$ cat config.mk
export PLATFORM = sky130hd
export DESIGN_NAME = router_input_ctrl_flat
export DESIGN_NICKNAME = d
export VERILOG_FILES = /design/src/rtl/router_input_ctrl_if.sv /design/src/rtl/router_input_ctrl.sv /design/src/flat_wrapper.sv
export SDC_FILE = /design/constraint.sdc
export NUM_CORES = 1
export LEC_CHECK = 0
export ABC_AREA = 1
export BUFFER_PORTS_ARGS = -buffer_cell sky130_fd_sc_hd__buf_2
export CORE_UTILIZATION = 40
export DETAILED_ROUTE_END_ITERATION = 12
export GPL_ROUTABILITY_DRIVEN = 0
export MAX_ROUTING_LAYER = met4
export SLEW_MARGIN = 20
export SYNTH_ARGS = -nofsm -noshare
export SYNTH_HDL_FRONTEND = slang
export SYNTH_SLANG_ARGS = --single-unit
export TNS_END_PERCENT = 5
$ cat constraint.sdc
create_clock -name clk -period 3.09 [get_ports clk]
set_input_delay 0.1545 -clock clk [delete_from_list [all_inputs] [get_ports clk]]
set_output_delay 0.1545 -clock clk [all_outputs]
set_load 0.02 [all_outputs]
$ cat src/rtl/router_input_ctrl_if.sv
`default_nettype none
// ============================================================================
//  Module      : router_input_ctrl_if
//  Description : Handshake/bus bundle of one router input port. The link side
//                is send_in/data_in/ready_in; the output-controller side is
//                req/data_out/clear.
//  Revision    : 1.0 - initial release
// ============================================================================
interface router_input_ctrl_if #(
  parameter int DATA_W = 64
) ();
  logic              send_in;
  logic [DATA_W-1:0] data_in;
  logic              ready_in;
  logic [4:0]        req;
  logic [DATA_W-1:0] data_out;
  logic [4:0]        clear;

  // Upstream link plus the output controllers (environment side)
  modport master (
    output send_in, data_in, clear,
    input  ready_in, req, data_out
  );

  // The input controller itself
  modport slave (
    input  send_in, data_in, clear,
    output ready_in, req, data_out
  );
endinterface
`default_nettype wire

$ cat src/rtl/router_input_ctrl.sv
`default_nettype none
// ============================================================================
//  Module      : router_input_ctrl
//  Description : Per-port ingress stage of the mesh router. Two virtual-channel
//                buffers alternate between receiving from the link and
//                presenting to the output controllers, selected by the
//                router-wide polarity. XY route is computed on write and the
//                consumed hop field is decremented.
//  Revision    : 1.0 - initial release
// ============================================================================
module router_input_ctrl #(
  parameter int DATA_W = 64,
  parameter int HOP_W  = 4,
  parameter int CNT_W  = 16
) (
  input  wire logic             clk,
  input  wire logic             reset,
  input  wire logic             polarity,
  router_input_ctrl_if.slave    bus,
  output logic                  vc_err,
  output logic [CNT_W-1:0]      pkt_cnt
);

  // Header field positions, counted down from the MSB
  localparam int VC_BIT   = DATA_W - 1;
  localparam int XDIR_BIT = DATA_W - 2;
  localparam int YDIR_BIT = DATA_W - 3;
  localparam int HX_LSB   = DATA_W - 4 - HOP_W;
  localparam int HY_LSB   = HX_LSB - HOP_W;

  // One-hot output requests, same bit order as clear
  localparam logic [4:0] R_PE = 5'b00001;
  localparam logic [4:0] R_S  = 5'b00010;
  localparam logic [4:0] R_N  = 5'b00100;
  localparam logic [4:0] R_E  = 5'b01000;
  localparam logic [4:0] R_W  = 5'b10000;

  logic              link_vc;
  logic              int_vc;
  logic [HOP_W-1:0]  hx_in;
  logic [HOP_W-1:0]  hy_in;
  logic [4:0]        route_in;
  logic [DATA_W-1:0] routed_in;
  logic              accept;
  logic              wrong_vc;
  logic              release_int;

  logic [DATA_W-1:0] storage_q [2];
  logic [DATA_W-1:0] storage_d [2];
  logic [4:0]        route_q   [2];
  logic [4:0]        route_d   [2];
  logic [1:0]        valid_q;
  logic [1:0]        valid_d;
  logic              vc_err_q;
  logic              vc_err_d;
  logic [CNT_W-1:0]  pkt_cnt_q;
  logic [CNT_W-1:0]  pkt_cnt_d;

  // Link VC receives, the other VC forwards internally
  assign link_vc = ~polarity;
  assign int_vc  = polarity;

  assign hx_in = bus.data_in[HX_LSB +: HOP_W];
  assign hy_in = bus.data_in[HY_LSB +: HOP_W];

  // XY routing of the incoming packet: X first, then Y, then eject to PE
  always_comb begin
    routed_in = bus.data_in;
    route_in  = R_PE;
    if (hx_in != '0) begin
      route_in                  = bus.data_in[XDIR_BIT] ? R_W : R_E;
      routed_in[HX_LSB +: HOP_W] = hx_in - HOP_W'(1);
    end else if (hy_in != '0) begin
      route_in                  = bus.data_in[YDIR_BIT] ? R_S : R_N;
      routed_in[HY_LSB +: HOP_W] = hy_in - HOP_W'(1);
    end
  end

  assign accept      = bus.send_in && !valid_q[link_vc] && (bus.data_in[VC_BIT] == link_vc);
  assign wrong_vc    = bus.send_in && (bus.data_in[VC_BIT] != link_vc);
  assign release_int = valid_q[int_vc] && ((bus.clear & route_q[int_vc]) != 5'b00000);

  // Next-state for both VC buffers, the error flag and the counter.
  // Accept and release always target different buffers, so both may fire.
  always_comb begin
    storage_d = storage_q;
    route_d   = route_q;
    valid_d   = valid_q;
    vc_err_d  = vc_err_q;
    pkt_cnt_d = pkt_cnt_q;

    if (release_int) begin
      valid_d[int_vc]   = 1'b0;
      storage_d[int_vc] = '0;
    end

    if (accept) begin
      valid_d[link_vc]   = 1'b1;
      storage_d[link_vc] = routed_in;
      route_d[link_vc]   = route_in;
      if (pkt_cnt_q != '1) begin
        pkt_cnt_d = pkt_cnt_q + CNT_W'(1);
      end
    end

    if (wrong_vc) begin
      vc_err_d = 1'b1;
    end
  end

  // State registers with synchronous reset
  always_ff @(posedge clk) begin
    if (reset) begin
      storage_q <= '{default: '0};
      route_q   <= '{default: '0};
      valid_q   <= '0;
      vc_err_q  <= 1'b0;
      pkt_cnt_q <= '0;
    end else begin
      storage_q <= storage_d;
      route_q   <= route_d;
      valid_q   <= valid_d;
      vc_err_q  <= vc_err_d;
      pkt_cnt_q <= pkt_cnt_d;
    end
  end

  // Only the internally active VC is visible to the output controllers
  assign bus.ready_in = ~valid_q[link_vc];
  assign bus.req      = valid_q[int_vc] ? route_q[int_vc] : 5'b00000;
  assign bus.data_out = valid_q[int_vc] ? storage_q[int_vc] : '0;
  assign vc_err       = vc_err_q;
  assign pkt_cnt      = pkt_cnt_q;

endmodule
`default_nettype wire

$ cat src/flat_wrapper.sv
// flat-port wrapper written by rule: the top's interface ports become plain ports
module router_input_ctrl_flat 
#(
  parameter int DATA_W = 64,
  parameter int HOP_W  = 4,
  parameter int CNT_W  = 16
)
  (clk, reset, polarity, vc_err, pkt_cnt, bus_send_in, bus_data_in, bus_clear, bus_ready_in, bus_req, bus_data_out);
  router_input_ctrl_if #(.DATA_W(DATA_W)) bus_i ();
  input  wire logic clk;
  input  wire logic reset;
  input  wire logic polarity;
  output logic vc_err;
  output logic [CNT_W-1:0] pkt_cnt;
  input wire logic [$bits(bus_i.send_in)-1:0] bus_send_in;
  input wire logic [$bits(bus_i.data_in)-1:0] bus_data_in;
  input wire logic [$bits(bus_i.clear)-1:0] bus_clear;
  output wire logic [$bits(bus_i.ready_in)-1:0] bus_ready_in;
  output wire logic [$bits(bus_i.req)-1:0] bus_req;
  output wire logic [$bits(bus_i.data_out)-1:0] bus_data_out;
  assign bus_i.send_in = bus_send_in;
  assign bus_i.data_in = bus_data_in;
  assign bus_i.clear = bus_clear;
  assign bus_ready_in = bus_i.ready_in;
  assign bus_req = bus_i.req;
  assign bus_data_out = bus_i.data_out;
  router_input_ctrl #(.DATA_W(DATA_W), .HOP_W(HOP_W), .CNT_W(CNT_W)) u_core (.clk(clk), .reset(reset), .polarity(polarity), .bus(bus_i), .vc_err(vc_err), .pkt_cnt(pkt_cnt));
endmodule
==> metrics.txt, run 1 <==
setup TNS=0 ps; Worst path max stage delay=450 ps; Initial DRC Count=484; CTS Buffer Depth=2; final worst path period need=2595 ps; DP HPWL=13.48 mm; CP startpoint=u_core.valid_q[0]$_SDFF_PP0_; cts hold-fix bufs=0; CP Launch Type=flip-flop; crit path cell chain=inv_1 -> nor2_1 -> a21oi_1 -> inv_2 -> buf_4 -> nand2_1 -> inv_1 -> buf_2; clock slew at reported path FFs=70 ps; P_sw=1.229 mW; clk_lat worst skew=420 ps; Detailed Routing Iterations Pass 1=5; number of I/O pins=160; met1 usage=28.85%; Power Dens Cells=499.3 nW/um2; Worst setup EP type=output port; Lkg Pwr=4.532 nW; #FFs+latches synth=157; worst reg2reg path depth=8; H-tree levels=4; Comb pwr share=10.3%; CTS Sinks=157; number of stages on the worst setup path=8; NumNets Final=1314; DP Area=8631 um2; maximum clock frequency=385.4 MHz; core area=18830 um2; r2r setup slk=660 ps; initial antenna violation count=1; Worst R2R End=u_core.route_q[5]$_SDFFE_PP0P_; Critical Path RT=2940 ps; Final Hold Fails=0; Avg Cell Area, Syn=6.905 um2; Synth Flop Type=dfxtp_1; Die Area=19880 um2; Worst-Margin Slew=885.0 ps; vias in the first global route=6404; row cnt=50; worst min-delay path class=input port to flip-flop; share of cells above drive strength 1=21.58%; Worst path top cell family by delay=buffers and inverters; Slew Limit Fails=0; sequential share of power=46.2%; WL per Instance=13.68 um; cell mode on critical path=inv_1; most frequent cells in the layout=nand2_1, buf_2, dfxtp_1; VDD IR-drop max=0.4247 mV; CTS tree=yes; M3 GR Usage=3.261%; period utilisation layout=83.98%; Slew HR=41.00%; met2 Track Usage GR=33.36%; Max Cap Viol=0; CP bufs+invs=5; # resized after CTS=0; antenna violation net count after detailed routing=0; Post-Syn Nets=1195; total grt overflow=0; Async S/R FF share, synth=0%; Post-synth EDFFs=0; clock power share=43.6%; Vias/cell=4.837; Setup-failing EPs final=0; critical setup path kind=flip-flop to output port; largest net degree at the start of global routing=87; Critical Path End=bus_data_out[61]; Ys Warns=0; Cell Int Power=3.363 mW; status=complete, no violations; Area Growth Syn to Fin=19.03%; GRT Max-Usage Layer=met2; total track usage=21.50%; WL final=20.68 mm; Post-CTS Setup Inserts=0; first-pass GRT wire length=32.85 mm; origin of the critical flop-to-flop path=u_core.valid_q[0]$_SDFF_PP0_; Sw Ratio=26.77%; sequential share of the synthesized area=40.68%; via count=7314; Max stage delay cell, worst path=inv_2; worst endpoint data arrival time=2440 ps; Mapped Cells=1119; root buf cell=clkbuf_16; final instance area=9196 um2; Port Buffer Count=159; most common cell after layout, fill and taps aside=nand2_1; clock skew=8.468 ps; Yosys cell types=34; DR DRC count=0; RSZ-0062 raised after global routing=false; initial core utilization=41.03%; crit-path max FO=26; Die Wd=141.0 um; total CTS buffers=17; chip height=141.0 um; synthesized area=7726 um2
## synthesized netlist by cell type (5+ instances only)
master    number  area (um2)
nand2_1      508        1907
dfxtp_1      157        3143
inv_1         97       364.1
o22ai_1       63       394.1
o22ai_2       48       600.6
clkbuf_1      47       176.4
nor2_1        42       157.7
a21oi_1       38       190.2
nand3_1       23       115.1
o21ai_0       22       110.1
buf_2         16       80.08
xor2_1        11       96.34
buf_6          7       78.83
nor3_1         5       25.02
## state kept, by name, summed over array words and instances, names as in the netlist
signal,count
u_core.route_q,10
u_core.vc_err,1
u_core.storage_q,128
u_core.pkt_cnt,16
u_core.valid_q,2
## worst min-delay path by stage
stage	depth (start not counted)	to	slack, ps	start
5_1_grt	3	u_core.storage_q[105]$_SDFF_PP0_	20	bus_data_in[41]
4_1_cts	3	u_core.storage_q[90]$_SDFF_PP0_	20	bus_data_in[26]
6_report	3	u_core.storage_q[90]$_SDFF_PP0_	30	bus_data_in[26]
3_3_place_gp	2	u_core.storage_q[127]$_SDFF_PP0_	440	u_core.storage_q[127]$_SDFF_PP0_
3_5_place_dp	2	u_core.route_q[7]$_SDFFE_PP0P_	450	u_core.route_q[7]$_SDFFE_PP0P_
2_1_floorplan	2	u_core.storage_q[14]$_SDFF_PP0_	340	bus_data_in[14]
## through the flow
| stage | power [mW] | instances | worst slack [ps] | hold WS (ps) | util [%] |
|---|---|---|---|---|---|
| 4_1_cts | 4.636 | 1511 | 447.4 | 15.74 | 48.82 |
| 3_3_place_gp | 2.633 | 1479 | 599.4 | 443.2 | 45.83 |
| 3_5_place_dp | 2.636 | 1479 | 543.0 | 447.6 | 45.83 |
| 5_1_grt | 4.775 | 1512 | 317.0 | 23.71 | 48.84 |
| 2_1_floorplan | 2.490 | 1119 | 1361 | 335.7 | - |
| 6_report | 4.592 | 1512 | 495.0 | 31.56 | 48.84 |
## power by group through the flow
stage / combinational, mW / clock, mW / sequential [mW]
2_1_floorplan: 0.329 / 0 / 2.16
6_report: 0.472 / 2.00 / 2.12
4_1_cts: 0.475 / 2.04 / 2.12
3_5_place_dp: 0.473 / 0 / 2.16
3_3_place_gp: 0.470 / 0 / 2.16
5_1_grt: 0.522 / 2.13 / 2.12
## worst register-to-register path, delay by kind of cell, from the launching register on
kind	cells	cell delay, ps
compound gates	3	540
buf+inv	3	1270
flops	1	320
simple gates	2	170
## per-layer routing
layer  vias up  part of all wire [%]
li1       3791                     -
met1      3303                    50
met2       201                    44
met3        19                   4.6
met4         0                   1.1
met5         -                     0
## area by class of cell
type / instances / area, um2
multi-input cells: 788 / 3870
inverters: 101 / 379.1
clock buffers: 17 / 425.4
fillers: 1980 / 9634
clock inverters: 15 / 137.6
repair buffers: 173 / 913.4
flip-flops and latches: 157 / 3143
diodes: 1 / 2.502
well taps: 260 / 325.3
## kinds of logic after synthesis
logic type | after synthesis | synth area share [%]
and+or+nand+nor | 594 | 30.17
adders and majority gates | 3 | 0.4859
DFF | 157 | 40.68
AOI/OAI and AO/OA | 177 | 17.59
xor gates and xnor gates | 14 | 1.587
buffers and inverters | 174 | 9.490
Note: power is estimated with default switching activity, not from simulation.
==> run 2, diff against run 1 <==
==> constraint.sdc (replaced) <==
create_clock -name clk -period 2.1 [get_ports clk]
set_input_delay 0.105 -clock clk [delete_from_list [all_inputs] [get_ports clk]]
set_output_delay 0.105 -clock clk [all_outputs]
set_load 0.02 [all_outputs]
==> run 2 against run 1 <==
Core utilization increased by 3.5 points. Sequential power rose by 47%. Via count rose by 2.9%. Non-clock buffer count up 62. Global-route usage grew 0.82 points. Final area rose by 7.2%. Register-to-register slack worse by 430 ps. Die area did not move. Final cell count increased by 4.0%. First-iteration DRC count up 7.0%. Power is 51% higher. Worst hold slack better by 7.8 ps. Largest cell class unchanged.
==> metrics.txt, run 2 (synthesis gave the netlist of run 1 again) <==
via count=7524 (was 7314); Slew HR=59.53% (was 41.00%); period utilisation layout=91.76%; antenna violation net count after detailed routing=0 (unchanged); CTS Buffer Depth=2 (unchanged); status=complete, no violations (unchanged); setup TNS=0 ps (unchanged); DP HPWL=13.32 mm (was 13.48 mm); Detailed Routing Iterations Pass 1=5 (unchanged); critical setup path kind=flip-flop to output port (unchanged); DR DRC count=0 (unchanged); r2r setup slk=230 ps (was 660 ps); total CTS buffers=17 (unchanged); clock slew at reported path FFs=60 ps (was 70 ps); row cnt=50 (unchanged); most common cell after layout, fill and taps aside=nand2_1 (unchanged); Die Area=19880 um2 (unchanged); Worst-Margin Slew=607.1 ps (was 885.0 ps); Initial DRC Count=518 (was 484); CTS tree=yes (unchanged); first-pass GRT wire length=34.34 mm (was 32.85 mm); total power=6.938 mW (was 4.592 mW); initial antenna violation count=0 (was 1); Port Buffer Count=159 (unchanged); Lkg Pwr=4.804 nW (was 4.532 nW); Die Wd=141.0 um (unchanged); Power Dens Cells=704.0 nW/um2 (was 499.3 nW/um2); clk_lat worst skew=430 ps (was 420 ps); WHS=39.35 ps (was 31.56 ps); Setup-failing EPs final=0 (unchanged); WL final=21.13 mm (was 20.68 mm); Final Hold Fails=0 (unchanged); Worst setup EP type=output port (unchanged); Area Growth Syn to Fin=27.55% (was 19.03%); most frequent cells in the layout=nand2_1, buf_2, dfxtp_1 (unchanged); Post-CTS Setup Inserts=0 (unchanged); worst endpoint data arrival time=1820 ps (was 2440 ps); maximum clock frequency=518.9 MHz; VDD IR-drop max=0.5806 mV (was 0.4247 mV); multi-input logic area=3881 um2 (was 3870 um2); largest net degree at the start of global routing=107 (was 87); Ant. Diodes=0 (was 1); Slew Limit Fails=0 (unchanged); Critical Path RT=2000 ps (was 2940 ps); FILL cells=1901 (was 1980); clock skew=9.430 ps (was 8.468 ps); Vias/cell=4.783 (was 4.837); final worst path period need=1927 ps; vias in the first global route=6886 (was 6404); share of cells above drive strength 1=21.25% (was 21.58%); total grt overflow=0 (unchanged); H-tree levels=4 (unchanged); number of I/O pins=160 (unchanged); crit-path max FO=64 (was 26); Top reg by flops=u_core.storage_q (unchanged); chip height=141.0 um (unchanged); total track usage=22.32% (was 21.50%); root buf cell=clkbuf_16 (unchanged); CP Launch Type=flip-flop (unchanged); max reg flops=128 (unchanged); Max Cap Viol=0 (unchanged); worst min-delay path class=input port to flip-flop (unchanged); WL per Instance=13.43 um (was 13.68 um); initial core utilization=41.03% (unchanged); NumNets Final=1376 (was 1314); CTS Sinks=157 (unchanged); core area=18830 um2 (unchanged); Register Area=3143 um2 (unchanged)
==> run 2: cell count changes in the layout (fill, tap and decap cells not counted), moves of 2 or more <==
cell	change
buf_12	+3
buf_4	+6
clkbuf_1	+2
dlygate4sd3_1	+53
inv_8	-2
==> run 2: final cells by class <==
cell class                      instances  area share (%)
Multi-Input combinational cell        788           39.39
Sequential cell                       157           31.89
Timing Repair Buffer                  235           15.72
Clock buffer                           19           4.393
Inverter                              101           3.860
Tap cell                              260           3.301
Clock inverter                         13           1.447
==> run 2: what timing repair did <==
item                       4_1_cts  5_1_grt
hold buffers                    53        0
resized for setup                1        3
hold endpoints to repair       100        0
setup endpoints to repair       64       65
==> run 2: final timing paths <==
kind,from,to,cells after the start
worst min-delay path,bus_data_in[56],u_core.storage_q[120]$_SDFF_PP0_,4
worst max-delay path,u_core.valid_q[0]$_SDFF_PP0_,bus_data_out[62],8
worst max register to register,u_core.pkt_cnt[0]$_SDFFE_PP0P_,u_core.pkt_cnt[7]$_SDFFE_PP0P_,8
worst min register to register,u_core.storage_q[127]$_SDFF_PP0_,u_core.storage_q[127]$_SDFF_PP0_,2
==> run 2: per-layer routing <==
metal	global-route usage [%]	up-vias	wire, um
met5	-	-	0
met4	6.636	0	257
met3	4.178	19	931
met2	35.06	232	9500
met1	29.14	3362	10440
li1	-	3911	-
==> run 2: through the flow <==
| step | utilization, % | cells | cell area (um2) | worst slack [ps] |
|---|---|---|---|---|
| floorplan | - | 1119 | 7726 | 371.1 |
| global placement | 46.39 | 1488 | 8736 | 236.0 |
| detailed placement | 46.39 | 1488 | 8736 | 180.9 |
| CTS | 52.29 | 1573 | 9846 | 35.09 |
| global route | 52.33 | 1573 | 9854 | -5.745 |
| finish | 52.33 | 1573 | 9854 | 173.0 |
==> run 2: critical path: stages, from the launching register on <==
cell and delay [ps]:
dfxtp_1 300, inv_1 130, nor2_4 60, a21oi_2 290
inv_2 80, buf_12 220, nand2_1 110, inv_1 40
buf_2 150
==> run 2: report_power, final <==
part	internal, mW	switching [mW]	leakage [nW]
combinational	0.308	0.480	3.26
clock	1.76	1.28	0.266
sequential	3.07	0.0457	1.27
total	5.13	1.80	4.80
